[config.mk]
export PLATFORM = sky130hd
export DESIGN_NAME = line_buffer_read_ctrl
export DESIGN_NICKNAME = d
export VERILOG_FILES = /design/src/rtl/line_buffer_read_ctrl.sv
export SDC_FILE = /design/constraint.sdc
export NUM_CORES = 1
export LEC_CHECK = 0
export BUFFER_PORTS_ARGS = -buffer_cell sky130_fd_sc_hd__buf_2
export CAP_MARGIN = 20
export CORE_ASPECT_RATIO = 1.5
export CORE_MARGIN = 8
export CORE_UTILIZATION = 58
export CTS_BUF_LIST = sky130_fd_sc_hd__clkbuf_16
export CTS_CLUSTER_DIAMETER = 150
export DETAILED_ROUTE_END_ITERATION = 7
export PLACE_DENSITY = 0.8
export SYNTH_ARGS = -nofsm -noshare
export SYNTH_HDL_FRONTEND = slang
export SYNTH_SLANG_ARGS = --single-unit
[constraint.sdc]
create_clock -name VGA_CLK -period 3.95 [get_ports VGA_CLK]
set_input_delay 0.9875 -clock VGA_CLK [delete_from_list [all_inputs] [get_ports VGA_CLK]]
set_output_delay 0.9875 -clock VGA_CLK [all_outputs]
set_load 0.05 [all_outputs]
[src/rtl/line_buffer_read_ctrl.sv]
// Read-side controller for the three-bank camera line buffer, VGA_CLK domain only.
// Define LINE_READ_MIRROR_EN to emit descending READ_Cont addresses (horizontal mirror).
module line_buffer_read_ctrl #(
  parameter int unsigned H_START  = 144,
  parameter int unsigned H_ACTIVE = 640,
  parameter int unsigned V_START  = 35,
  parameter int unsigned V_ACTIVE = 480,
  parameter int unsigned RD_LAT   = 1
) (
  input  logic        VGA_CLK,
  input  logic        RESET,
  input  logic        VGA_HS,
  input  logic        VGA_VS,
  input  logic [1:0]  WR,
  output logic        READ_Request,
  output logic [12:0] READ_Cont,
  output logic [12:0] V_Cont,
  output logic        READ_VALID,
  output logic [1:0]  LINES_AVAIL,
  output logic        UNDERRUN
);

  localparam int unsigned CW = 13;
  localparam logic [CW-1:0] CNT_MAX = '1;
  localparam logic [CW-1:0] H_FIRST = CW'(H_START);
  localparam logic [CW-1:0] H_LAST  = CW'(H_START + H_ACTIVE - 1);
  localparam logic [CW-1:0] V_FIRST = CW'(V_START);
  localparam logic [CW-1:0] V_LAST  = CW'(V_START + V_ACTIVE - 1);
  localparam logic [CW-1:0] H_SPAN  = CW'(H_ACTIVE - 1);

  typedef enum logic [1:0] {IDLE, WAIT_VS, FILL, STREAM} state_t;

  state_t          r_state;
  logic [1:0]      r_wr_s1, r_wr_s2, r_wr_prev;
  logic            r_hs_d, r_vs_d;
  logic [CW-1:0]   r_h_cnt, r_v_cnt;
  logic [1:0]      r_avail;
  logic            r_line_ok;
  logic            r_read_req;
  logic [CW-1:0]   r_read_cont;
  logic            r_underrun;
  logic [RD_LAT-1:0] r_valid_sr;

  logic            w_hs_fall, w_vs_fall, w_line_evt, w_eol, w_avail_ge2;
  logic [CW-1:0]   w_h_nxt, w_v_nxt, w_h_off, w_rd_addr;
  logic            w_h_nxt_act, w_v_act, w_v_nxt_act, w_rd_nxt;
  logic [1:0]      w_avail_nxt;

  assign w_hs_fall   = r_hs_d & ~VGA_HS;
  assign w_vs_fall   = r_vs_d & ~VGA_VS;
  assign w_line_evt  = (r_wr_s2 != r_wr_prev);
  assign w_avail_ge2 = (r_avail >= 2'd2);

  // Next counter values; the read window is registered from these so it lines up with H_Cont.
  assign w_h_nxt = w_hs_fall ? '0 : ((r_h_cnt == CNT_MAX) ? r_h_cnt : r_h_cnt + CW'(1));
  assign w_v_nxt = w_vs_fall ? '0 :
                   (w_hs_fall ? ((r_v_cnt == CNT_MAX) ? r_v_cnt : r_v_cnt + CW'(1)) : r_v_cnt);

  assign w_h_nxt_act = (w_h_nxt >= H_FIRST) && (w_h_nxt <= H_LAST);
  assign w_v_act     = (r_v_cnt >= V_FIRST) && (r_v_cnt <= V_LAST);
  assign w_v_nxt_act = (w_v_nxt >= V_FIRST) && (w_v_nxt <= V_LAST);

  assign w_rd_nxt = (r_state == STREAM) && w_v_act && w_h_nxt_act && r_line_ok;
  assign w_h_off  = w_h_nxt - H_FIRST;
`ifdef LINE_READ_MIRROR_EN
  assign w_rd_addr = H_SPAN - w_h_off;
`else
  assign w_rd_addr = w_h_off;
`endif

  // Last pixel of a line that was actually read consumes one buffered line.
  assign w_eol = r_read_req && (r_h_cnt == H_LAST);

  always_comb begin
    w_avail_nxt = r_avail;
    if (w_line_evt && !w_eol) begin
      if (r_avail != 2'd3) w_avail_nxt = r_avail + 2'd1;
    end else if (w_eol && !w_line_evt) begin
      if (r_avail != 2'd0) w_avail_nxt = r_avail - 2'd1;
    end
  end

  // Synchronisers, sync edge detectors and timing counters.
  always_ff @(posedge VGA_CLK or posedge RESET) begin
    if (RESET) begin
      r_wr_s1   <= 2'd0;
      r_wr_s2   <= 2'd0;
      r_wr_prev <= 2'd0;
      r_hs_d    <= 1'b0;
      r_vs_d    <= 1'b0;
      r_h_cnt   <= '0;
      r_v_cnt   <= '0;
      r_avail   <= 2'd0;
    end else begin
      r_wr_s1   <= WR;
      r_wr_s2   <= r_wr_s1;
      r_wr_prev <= r_wr_s2;
      r_hs_d    <= VGA_HS;
      r_vs_d    <= VGA_VS;
      r_h_cnt   <= w_h_nxt;
      r_v_cnt   <= w_v_nxt;
      r_avail   <= w_avail_nxt;
    end
  end

  // Frame FSM with its registered outputs.
  always_ff @(posedge VGA_CLK or posedge RESET) begin
    if (RESET) begin
      r_state     <= IDLE;
      r_line_ok   <= 1'b0;
      r_read_req  <= 1'b0;
      r_read_cont <= '0;
      r_underrun  <= 1'b0;
    end else begin
      case (r_state)
        IDLE:    r_state <= WAIT_VS;
        WAIT_VS: if (w_vs_fall) r_state <= FILL;
        FILL:    if (!w_vs_fall && w_hs_fall && w_avail_ge2) r_state <= STREAM;
        STREAM:  if (w_vs_fall) r_state <= FILL;
        default: r_state <= IDLE;
      endcase

      if (w_hs_fall) r_line_ok <= w_avail_ge2;

      r_read_req  <= w_rd_nxt;
      r_read_cont <= w_rd_nxt ? w_rd_addr : '0;

      if (w_vs_fall)
        r_underrun <= 1'b0;
      else if (w_hs_fall && (r_state == STREAM) && w_v_nxt_act && !w_avail_ge2)
        r_underrun <= 1'b1;
    end
  end

  generate
    if (RD_LAT == 1) begin : g_lat1
      always_ff @(posedge VGA_CLK or posedge RESET) begin
        if (RESET) r_valid_sr <= '0;
        else       r_valid_sr <= r_read_req;
      end
    end else begin : g_latn
      always_ff @(posedge VGA_CLK or posedge RESET) begin
        if (RESET) r_valid_sr <= '0;
        else       r_valid_sr <= {r_valid_sr[RD_LAT-2:0], r_read_req};
      end
    end
  endgenerate

  assign READ_Request = r_read_req;
  assign READ_Cont    = r_read_cont;
  assign V_Cont       = r_v_cnt;
  assign READ_VALID   = r_valid_sr[RD_LAT-1];
  assign LINES_AVAIL  = r_avail;
  assign UNDERRUN     = r_underrun;

endmodule

==> flow_summary.ini, run 1 <==
[grt]
grt_remaining_overflow = 0
track_usage_pct = 18.07
grtUsageMet2_pct = 30.75
busiest_layer = met2
grt_pass1_wl_um = 11340
grt_max_degree = 29
first_global_vias = 2509
antenna_found_initial = 0
grt.met3_usage_pct = 3.828
gr-usage-met1_pct = 19.31

[sta]
worst_hold_slack_ns = 0.3496
setup_ws_ns = 0.5536
slew_viol_final = 0
clock_skew_ns = 0.006216
worst_pin_slew_ns = 0.8947
rsz0062_at_grt = false
fin_crit_sh_pct = 85.99
fmax_mhz = 294.4
slew_headroom_pct = 39.80
final-setup-viol-count = 0
setup_tns_ns = 0
hold_viol = 0
fin_crit_ns = 3.396

[finish]
nets = 348
drive_gt1_share_pct = 24.40
final_core_util_pct = 66.46
area_growth_pct = 11.19
stdcell_area_um2 = 3406
fin_cells = 404
antenna_cells = 0

[place]
dpl_cell_area_um2 = 3257
preCtsSetupSlack_ns = 0.5430
port_buffers = 36
dp_hpwl_um = 5181
dp_cells = 396
gp_congestion = 0.9521

[synth]
netlist.area_leader.share_pct = 44.93
ys_types = 73
synthTopCellsByArea = dfrtp_1, a21oi_1, nand2_1, ha_1, xnor2_1
synth_ff_type = dfrtp_1
syn_inst = 302
ys_seq_elements = 55
syn_area_per_cell_um2 = 10.14
synth.net_count = 315
ys_top_cells_by_count = dfrtp_1, nand2_1, a21oi_1
synth_warnings = 0
synth_edf_count = 0
synth.most_common_cell = dfrtp_1
synth_top_cell_by_area = dfrtp_1
async_flop_share_pct = 100.0
netlist_area_um2 = 3063
ys_seq_area_share_pct = 44.93

[setup_path]
path_max_fanout = 14
end_kind = flop
worstRegToRegCells = 11
crit_type = reg2reg
r2r_slack_ns = 0.55
required_ns = 4.13
worstPathArrival_ns = 3.58
r2r_end = READ_Cont[9]
rr_startpoint = r_h_cnt[0]
startpoint_type = flop

[power_and_ir_drop]
ir_drop_mv = 0.2802
power.total_mw = 1.256
combPwrFrac_pct = 14.5
p_leak_nw = 1.510
pwr-share-clk_pct = 34.9
swShare_pct = 28.85
powerDensity_nw_per_um2 = 368.9
power_frac_seq_pct = 50.6
p_switching_mw = 0.3624
p_int_mw = 0.8939

[clock_tree]
cts_buffer_depth = 2
tritoncts = built
numCtsBuffers = 5
cts_resized = 0
htreeDepth = 2
clkLatencyLatePin_ns = 0.29
cts_sinks = 55
cts_root_buffer = clkbuf_16
cts-hold-fix-buffers = 0
clk_pin_slew_ns = 0.07
postCtsSetupBuffers = 0

[die]
start_util_pct = 59.77
core.rowCount = 32
coreArea_um2 = 5125
die_w_um = 75.34
io_pins = 37
die_area_um2 = 7910
die_h_um = 105

[detailed_routing]
vias = 2538
antenna_left = 0
dr.pass1.iters = 4
drc = 0
wl_um = 6912
via_per_inst = 6.282
drt_iter0_drc = 95
drt-wirelength-per-cell_um = 17.11

[status]
status = complete, no violations

[run]
maxCapViolations = 0

[min_path]
hold_depth = 0
holdPathEnd = r_wr_s2[0]
hold_path_startpoint = r_wr_s1[0]
hp-class = reg2reg
metal layers:
layer / wire, µm / share of wire, % / up-vias
met4: 240 / 3.5 / 0
met1: 2700 / 39 / 1226
met5: 0 / 0 / -
li1: - / - / 1201
met3: 399 / 5.8 / 24
met2: 3572 / 52 / 87
cells in the final DEF, fill, tap and decap left out, drive strengths merged, types with 2 or more instances in the layout:
| cell type | Yosys | layout |
|---|---|---|
| o211ai | 2 | 2 |
| nor2b | 3 | 3 |
| nor2 | 14 | 14 |
| xnor2 | 10 | 10 |
| a211o | 2 | 2 |
| clkinvlp | 0 | 2 |
| or4 | 4 | 4 |
| xor2 | 6 | 6 |
| nor3 | 15 | 15 |
| or2 | 3 | 3 |
| a211oi | 11 | 11 |
| nand2 | 26 | 26 |
| a41oi | 4 | 4 |
| o31ai | 3 | 3 |
| nor3b | 2 | 2 |
| dfrtp | 55 | 55 |
| and2 | 2 | 2 |
| nand3 | 10 | 10 |
| or2b | 2 | 2 |
| and3b | 2 | 2 |
| and3 | 5 | 5 |
| or3b | 2 | 2 |
| nand4 | 6 | 6 |
| inv | 8 | 9 |
| and4 | 5 | 5 |
| clkbuf | 9 | 5 |
| a21oi | 24 | 24 |
| o22ai | 2 | 2 |
| a31oi | 6 | 6 |
| a311oi | 2 | 2 |
| buf | 6 | 41 |
| o21ai | 11 | 11 |
| nor4 | 10 | 10 |
| ha | 7 | 7 |
registers in the layout, summed over array words and instances (netlist names):
| name | count |
|---|---|
| r_state | 2 |
| READ_Cont | 13 |
| r_h_cnt | 13 |
| READ_Request | 1 |
| r_vs_d | 1 |
| UNDERRUN | 1 |
| r_wr_s2 | 2 |
| V_Cont | 13 |
| r_line_ok | 1 |
| r_wr_prev | 2 |
| READ_VALID | 1 |
| LINES_AVAIL | 2 |
| r_wr_s1 | 2 |
| r_hs_d | 1 |
worst max-delay path by stage:
stage                from       endpoint  cells after the start
2_1_floorplan      VGA_HS   READ_Cont[7]                     11
3_3_place_gp   r_h_cnt[0]   READ_Cont[9]                     11
3_5_place_dp       VGA_HS   READ_Cont[9]                      8
4_1_cts        r_h_cnt[0]   READ_Cont[9]                     11
5_1_grt        r_h_cnt[0]  READ_Cont[12]                     11
6_report       r_h_cnt[0]   READ_Cont[9]                     11
cell type report:
class                   count  area [µm²]
repair buffers             41       230.2
multi-input cells         224        1535
clock buffers               5       125.1
well taps                  68       85.08
clock inverters             3       23.77
fillers                   444        1719
flip-flops and latches     55        1376
inverters                   8       30.03
cells by family (layout without fill, tap and decap cells):
logic type,Yosys count,after routing,synth area share (%)
AOI/OAI and AO/OA,80,80,19.45
muxes,2,2,0.6944
buffers and inverters,23,57,4.943
xor gates and xnor gates,16,16,4.575
and+or+nand+nor,119,119,22.55
DFF,55,55,44.93
adders and majority gates,7,7,2.859
power groups by stage:
stage,Clock (mW),Combinational [mW],Sequential [mW]
final,0.438,0.182,0.636
after global routing,0.468,0.201,0.643
after CTS,0.447,0.183,0.636
after detailed placement,0,0.181,0.646
after global placement,0,0.172,0.644
after floorplan,0,0.113,0.659
worst max-delay path, stage by stage (launching register included):
cell and delay (ns):
dfrtp_1 0.45, ha_1 0.32, and3_2 0.29, nand4_2 0.23
a211o_2 0.42, inv_1 0.11, ha_1 0.15, or3b_2 0.44
o41ai_1 0.25, nand3_1 0.12, buf_4 0.21, a221oi_1 0.29
No activity file was read; power rests on OpenSTA's default activity.
==> inputs of run 2 (changes only) <==
--- a/config.mk
+++ b/config.mk
@@ -14,6 +14,7 @@
 export CTS_CLUSTER_DIAMETER = 150
 export DETAILED_ROUTE_END_ITERATION = 7
 export PLACE_DENSITY = 0.8
+export REMOVE_ABC_BUFFERS = 1
 export SYNTH_ARGS = -nofsm -noshare
 export SYNTH_HDL_FRONTEND = slang
 export SYNTH_SLANG_ARGS = --single-unit
==> flow_summary.ini, run 2 (synthesized netlist as in run 1, its figures left out) <==
[sta]
final-setup-viol-count = 0
worst_pin_slew_ns = 0.9567
rsz0062_at_grt = false
clock_skew_ns = 0.006716
setup_tns_ns = 0
fin_crit_ns = 3.553
fin_crit_sh_pct = 89.95
fmax_mhz = 281.5
hold_viol = 0
slew_viol_final = 0
slew_headroom_pct = 35.63

[detailed_routing]
drc = 0
via_per_inst = 6.375
wl_met2_um = 3636
dr.pass1.iters = 5
drt_iter0_drc = 139
wl_um = 7016
antenna_left = 0
top_layer = met4
vias = 2582
drt-met1-wl_um = 2666
drt-wirelength-per-cell_um = 17.32
met3_length_um = 422

[finish]
fin_cells = 405
nFillCells = 431
layout_common_cells = dfrtp_1, buf_2, nand2_1
multi_input_area_um2 = 1540
nets = 349
antenna_cells = 0
area_growth_pct = 12.09
drive_gt1_share_pct = 24.63
seq_area_um2 = 1376
final_common_cell = dfrtp_1

[setup_path]
rr_startpoint = r_h_cnt[0]
path_delay_family = simple AND/OR/NAND/NOR gates
cp_slowest_cell = dfrtp_1
crit_type = reg2reg
critPathMostFrequentCell = ha_1
crit_path_cell_trace = ha_1 -> and3_2 -> nand4_2 -> a211o_2 -> inv_1 -> ha_1 -> or3b_2 -> o41ai_1 -> nand3_2 -> nor4_1
path_max_fanout = 14
startpoint_type = flop
worstPathArrival_ns = 3.73
path_buf_inv = 1
cp-startpoint = r_h_cnt[0]
required_ns = 4.13
end_kind = flop
max_stage_delay_ns = 0.45

[power_and_ir_drop]
power_frac_seq_pct = 48.8
p_leak_nw = 1.532
p_int_mw = 0.9540
swShare_pct = 26.94
pwr-share-clk_pct = 37.1
ir_drop_mv = 0.2666
p_switching_mw = 0.3517
powerDensity_nw_per_um2 = 380.3
combPwrFrac_pct = 14.1

[run]
maxCapViolations = 0

[clock_tree]
htreeDepth = 2
tritoncts = built
clkLatencyLatePin_ns = 0.29
cts-hold-fix-buffers = 0
cts_root_buffer = clkbuf_16
cts_buffer_depth = 2
cts_sinks = 55
clk_pin_slew_ns = 0.07
numCtsBuffers = 5
cts_resized = 0
postCtsSetupBuffers = 0

[die]
die_area_um2 = 7910
core.rowCount = 32
coreArea_um2 = 5125
start_util_pct = 59.77
die_h_um = 105
die_w_um = 75.34
io_pins = 37

[min_path]
hold_path_startpoint = r_wr_s1[1]
hp-class = reg2reg

[grt]
grt_remaining_overflow = 0
first_global_vias = 2497
track_usage_pct = 18.11
grt_pass1_wl_um = 11450
antenna_found_initial = 0
grt_max_degree = 56

[status]
status = complete, no violations

[place]
dp_hpwl_um = 5085
port_buffers = 36
gp_congestion = 0.9351
dp_cells = 396
run 2: metal layers:
metal | track usage, % | vias up
met5 | 0 | -
met4 | 11.46 | 0
met3 | 4.211 | 31
met2 | 30.50 | 112
met1 | 19.25 | 1240
li1 | - | 1199
run 2: worst paths after layout:
path | endpoint | slack, ns | cells past startpoint
max | READ_Cont[11] | 0.40 | 10
min | r_wr_s2[1] | 0.35 | 0
max reg2reg | READ_Cont[11] | 0.40 | 10
min reg2reg | r_wr_s2[1] | 0.35 | 0
max in group asynchronous | r_h_cnt[0] | 2.65 | 3
min in group asynchronous | LINES_AVAIL[0] | 0.76 | 2
run 2: power by group through the flow:
stage               Clock (mW)  Sequential (mW)  Combinational [mW]
floorplan                    0            0.660               0.108
global placement             0            0.644               0.174
detailed placement           0            0.645               0.178
CTS                      0.493            0.635               0.181
global route             0.521            0.642               0.201
finish                   0.484            0.637               0.184
run 2: worst register-to-register path: stages (launching register included):
cell,delay (ns)
dfrtp_1,0.45
ha_1,0.31
and3_2,0.28
nand4_2,0.23
a211o_2,0.43
inv_1,0.11
ha_1,0.15
or3b_2,0.44
o41ai_1,0.32
nand3_2,0.36
nor4_1,0.37
run 2: layout make-up:
cell class	instances	share of cell area, %
Clock inverter	3	1.130
Sequential cell	55	40.09
Clock buffer	5	3.644
Tap cell	68	2.478
Inverter	8	0.8746
Multi-Input combinational cell	224	44.86
Timing Repair Buffer	42	6.924
run 2: stage by stage:
step	hold WS (ns)	util (%)	setup WS (ns)	instance area, µm²	total power [mW]
after floorplan	0.3312	-	0.6064	2942	0.7680
after global placement	0.3339	63.31	0.3895	3244	0.8178
after detailed placement	0.3371	63.31	0.2768	3244	0.8233
after CTS	0.3526	66.50	0.2931	3408	1.309
after global routing	0.3594	66.99	0.06140	3433	1.364
final	0.3495	66.99	0.3970	3433	1.306
==> inputs of run 3 (changes only) <==
--- a/config.mk
+++ b/config.mk
@@ -5,6 +5,7 @@
 export SDC_FILE = /design/constraint.sdc
 export NUM_CORES = 1
 export LEC_CHECK = 0
+export ABC_AREA = 1
 export BUFFER_PORTS_ARGS = -buffer_cell sky130_fd_sc_hd__buf_2
 export CAP_MARGIN = 20
 export CORE_ASPECT_RATIO = 1.5
@@ -13,7 +14,7 @@
 export CTS_BUF_LIST = sky130_fd_sc_hd__clkbuf_16
 export CTS_CLUSTER_DIAMETER = 150
 export DETAILED_ROUTE_END_ITERATION = 7
-export PLACE_DENSITY = 0.8
+export PLACE_DENSITY = 0.79
 export REMOVE_ABC_BUFFERS = 1
 export SYNTH_ARGS = -nofsm -noshare
 export SYNTH_HDL_FRONTEND = slang
==> flow_summary.ini, run 3 <==
[place]
gp_congestion = 0.8996
dp_hpwl_um = 5661
port_buffers = 36
preCtsSetupSlack_ns = 0.8155

[setup_path]
crit_path_cell_trace = ha_1 -> nand3_2 -> nor2_4 -> nand3_4 -> clkinv_4 -> o21ai_1 -> inv_1 -> ha_1 -> inv_1 -> nor2_1 -> nand2_1 -> nor2_1 -> nand4_1 -> nand3_1 -> nand3_2 -> nor2_1
worstPathArrival_ns = 3.22
crit_type = reg2reg
startpoint_type = flop
worstRegToRegCells = 16
max_stage_delay_ns = 0.50
end_kind = flop
required_ns = 4.16
cp_slowest_cell = dfrtp_1
path_max_fanout = 14
critPathMostFrequentCell = nor2_1

[power_and_ir_drop]
p_leak_nw = 1.971
powerDensity_nw_per_um2 = 428.0
ir_drop_mv = 0.3693
power.total_mw = 1.511

[sta]
slew_headroom_pct = 38.86
fin_crit_ns = 3.016
fmax_mhz = 331.5
worst_pin_slew_ns = 0.9158
worst_hold_slack_ns = 0.3477
hold_viol = 0
rsz0062_at_grt = false
setup_tns_ns = 0
final-setup-viol-count = 0
setup_ws_ns = 0.9335
slew_viol_final = 0
clock_skew_ns = 0.005836
fin_crit_sh_pct = 76.37

[finish]
drive_gt1_share_pct = 17.00
nets = 459
nFillCells = 438
final_common_cell = nand2_1
antenna_cells = 0
final_core_util_pct = 68.36
area_growth_pct = 13.61
layout_common_cells = nand2_1, inv_1, dfrtp_1

[synth]
synth_edf_count = 0
synthTopCellsByArea = dfrtp_1, nand2_1, nand3_1, inv_1, nor2_1
ys_types = 33
ys_seq_area_share_pct = 44.28
netlist.area_leader.share_pct = 44.28
netlist_area_um2 = 3108
synth_compound_area_share_pct = 5.113
synth_top_family_by_area = simple AND/OR/NAND/NOR gates
syn_area_per_cell_um2 = 7.674
syn_inst = 405
ys_seq_elements = 55
yosys.area_share.simple_pct = 35.35
synth_warnings = 0
async_flop_share_pct = 100.0
synth_top_cell_by_area = dfrtp_1
synth.most_common_cell = nand2_1
synth-xor-area-share_pct = 3.382
synth_ff_type = dfrtp_1
muxShareOfSynthArea_pct = 0
ys_top_cells_by_count = nand2_1, inv_1, dfrtp_1
synthAdderAreaFrac_pct = 2.818

[status]
status = complete, no violations

[grt]
track_usage_pct = 20.37
first_global_vias = 2882
antenna_found_initial = 0
grt_max_degree = 46
grt_remaining_overflow = 0
grt_pass1_wl_um = 12830

[die]
die_h_um = 105.7
die_w_um = 75.77
start_util_pct = 60.17
coreArea_um2 = 5165
die_area_um2 = 8005
io_pins = 37
core.rowCount = 32

[clock_tree]
postCtsSetupBuffers = 0
cts-hold-fix-buffers = 0
cts_root_buffer = clkbuf_16
clkLatencyLatePin_ns = 0.29
tritoncts = built
clk_pin_slew_ns = 0.07
numCtsBuffers = 5
cts_buffer_depth = 2
cts_sinks = 55
cts_resized = 0
htreeDepth = 2

[detailed_routing]
vias = 2785
via_per_inst = 5.408
wl_um = 7481
dr.pass1.iters = 4
antenna_left = 0
drc = 0
drt_iter0_drc = 166
drt-wirelength-per-cell_um = 14.53

[min_path]
hp-class = reg2reg
hold_depth = 0

[run]
maxCapViolations = 0
run 3: cell types whose count changed after synthesis, moves of 13 or more:
cell     delta
a21oi_1    -13
inv_1      +55
nand2_1    +77
nand3_1    +38
nor2_1     +32
run 3: power by group:
group          switching, mW  internal, mW
Clock                  0.187         0.296
Combinational          0.252         0.104
Sequential            0.0641         0.609
run 3: final timing paths:
check | slack, ns | start | endpoint
max | 0.93 | r_h_cnt[0] | READ_Cont[12]
min | 0.35 | r_wr_s1[0] | r_wr_s2[0]
max reg2reg | 0.93 | r_h_cnt[0] | READ_Cont[12]
min reg2reg | 0.35 | r_wr_s1[0] | r_wr_s2[0]
max in group asynchronous | 2.35 | RESET | r_vs_d
min in group asynchronous | 0.90 | RESET | r_wr_s1[0]
run 3: per-layer routing:
layer	track usage (%)	vias to the layer above	share of wire, %
met5	0	-	0
met4	11.19	0	3.5
met3	2.941	23	5.1
met2	36.14	90	55
met1	21.72	1315	36
li1	-	1357	-
run 3: metrics by stage:
stage / instances / cell area, µm²
2_1_floorplan: 400 / 3079
3_3_place_gp: 507 / 3367
3_5_place_dp: 507 / 3367
4_1_cts: 515 / 3531
5_1_grt: 515 / 3531
6_report: 515 / 3531
run 3: layout make-up:
cell class,instances,area (µm²),share of cell area (%)
sequential,55,1376,38.98
multi-input combinational,279,1450,41.07
timing repair buffer,39,202.7,5.741
tap,68,85.08,2.410
clock inverter,3,38.79,1.099
inverter,66,252.7,7.158
clock buffer,5,125.1,3.544
run 3: cell families (layout without fill, tap and decap cells):
group / count (synthesis) / after routing
AND/OR/NAND/NOR: 236 / 236
buffers and inverters: 71 / 113
flip-flops: 55 / 55
AO/OA/AOI/OAI: 24 / 24
XOR/XNOR: 12 / 12
adder cells (fa/ha/maj): 7 / 7
run 3: worst max-delay path: cells and delay by family (launching register included):
kind                     cells  cell delay [ns]
AO/OA/AOI/OAI                1             0.15
flip-flops                   1             0.50
adder cells (fa/ha/maj)      2             0.44
buffers and inverters        3             0.31
AND/OR/NAND/NOR             10             1.55
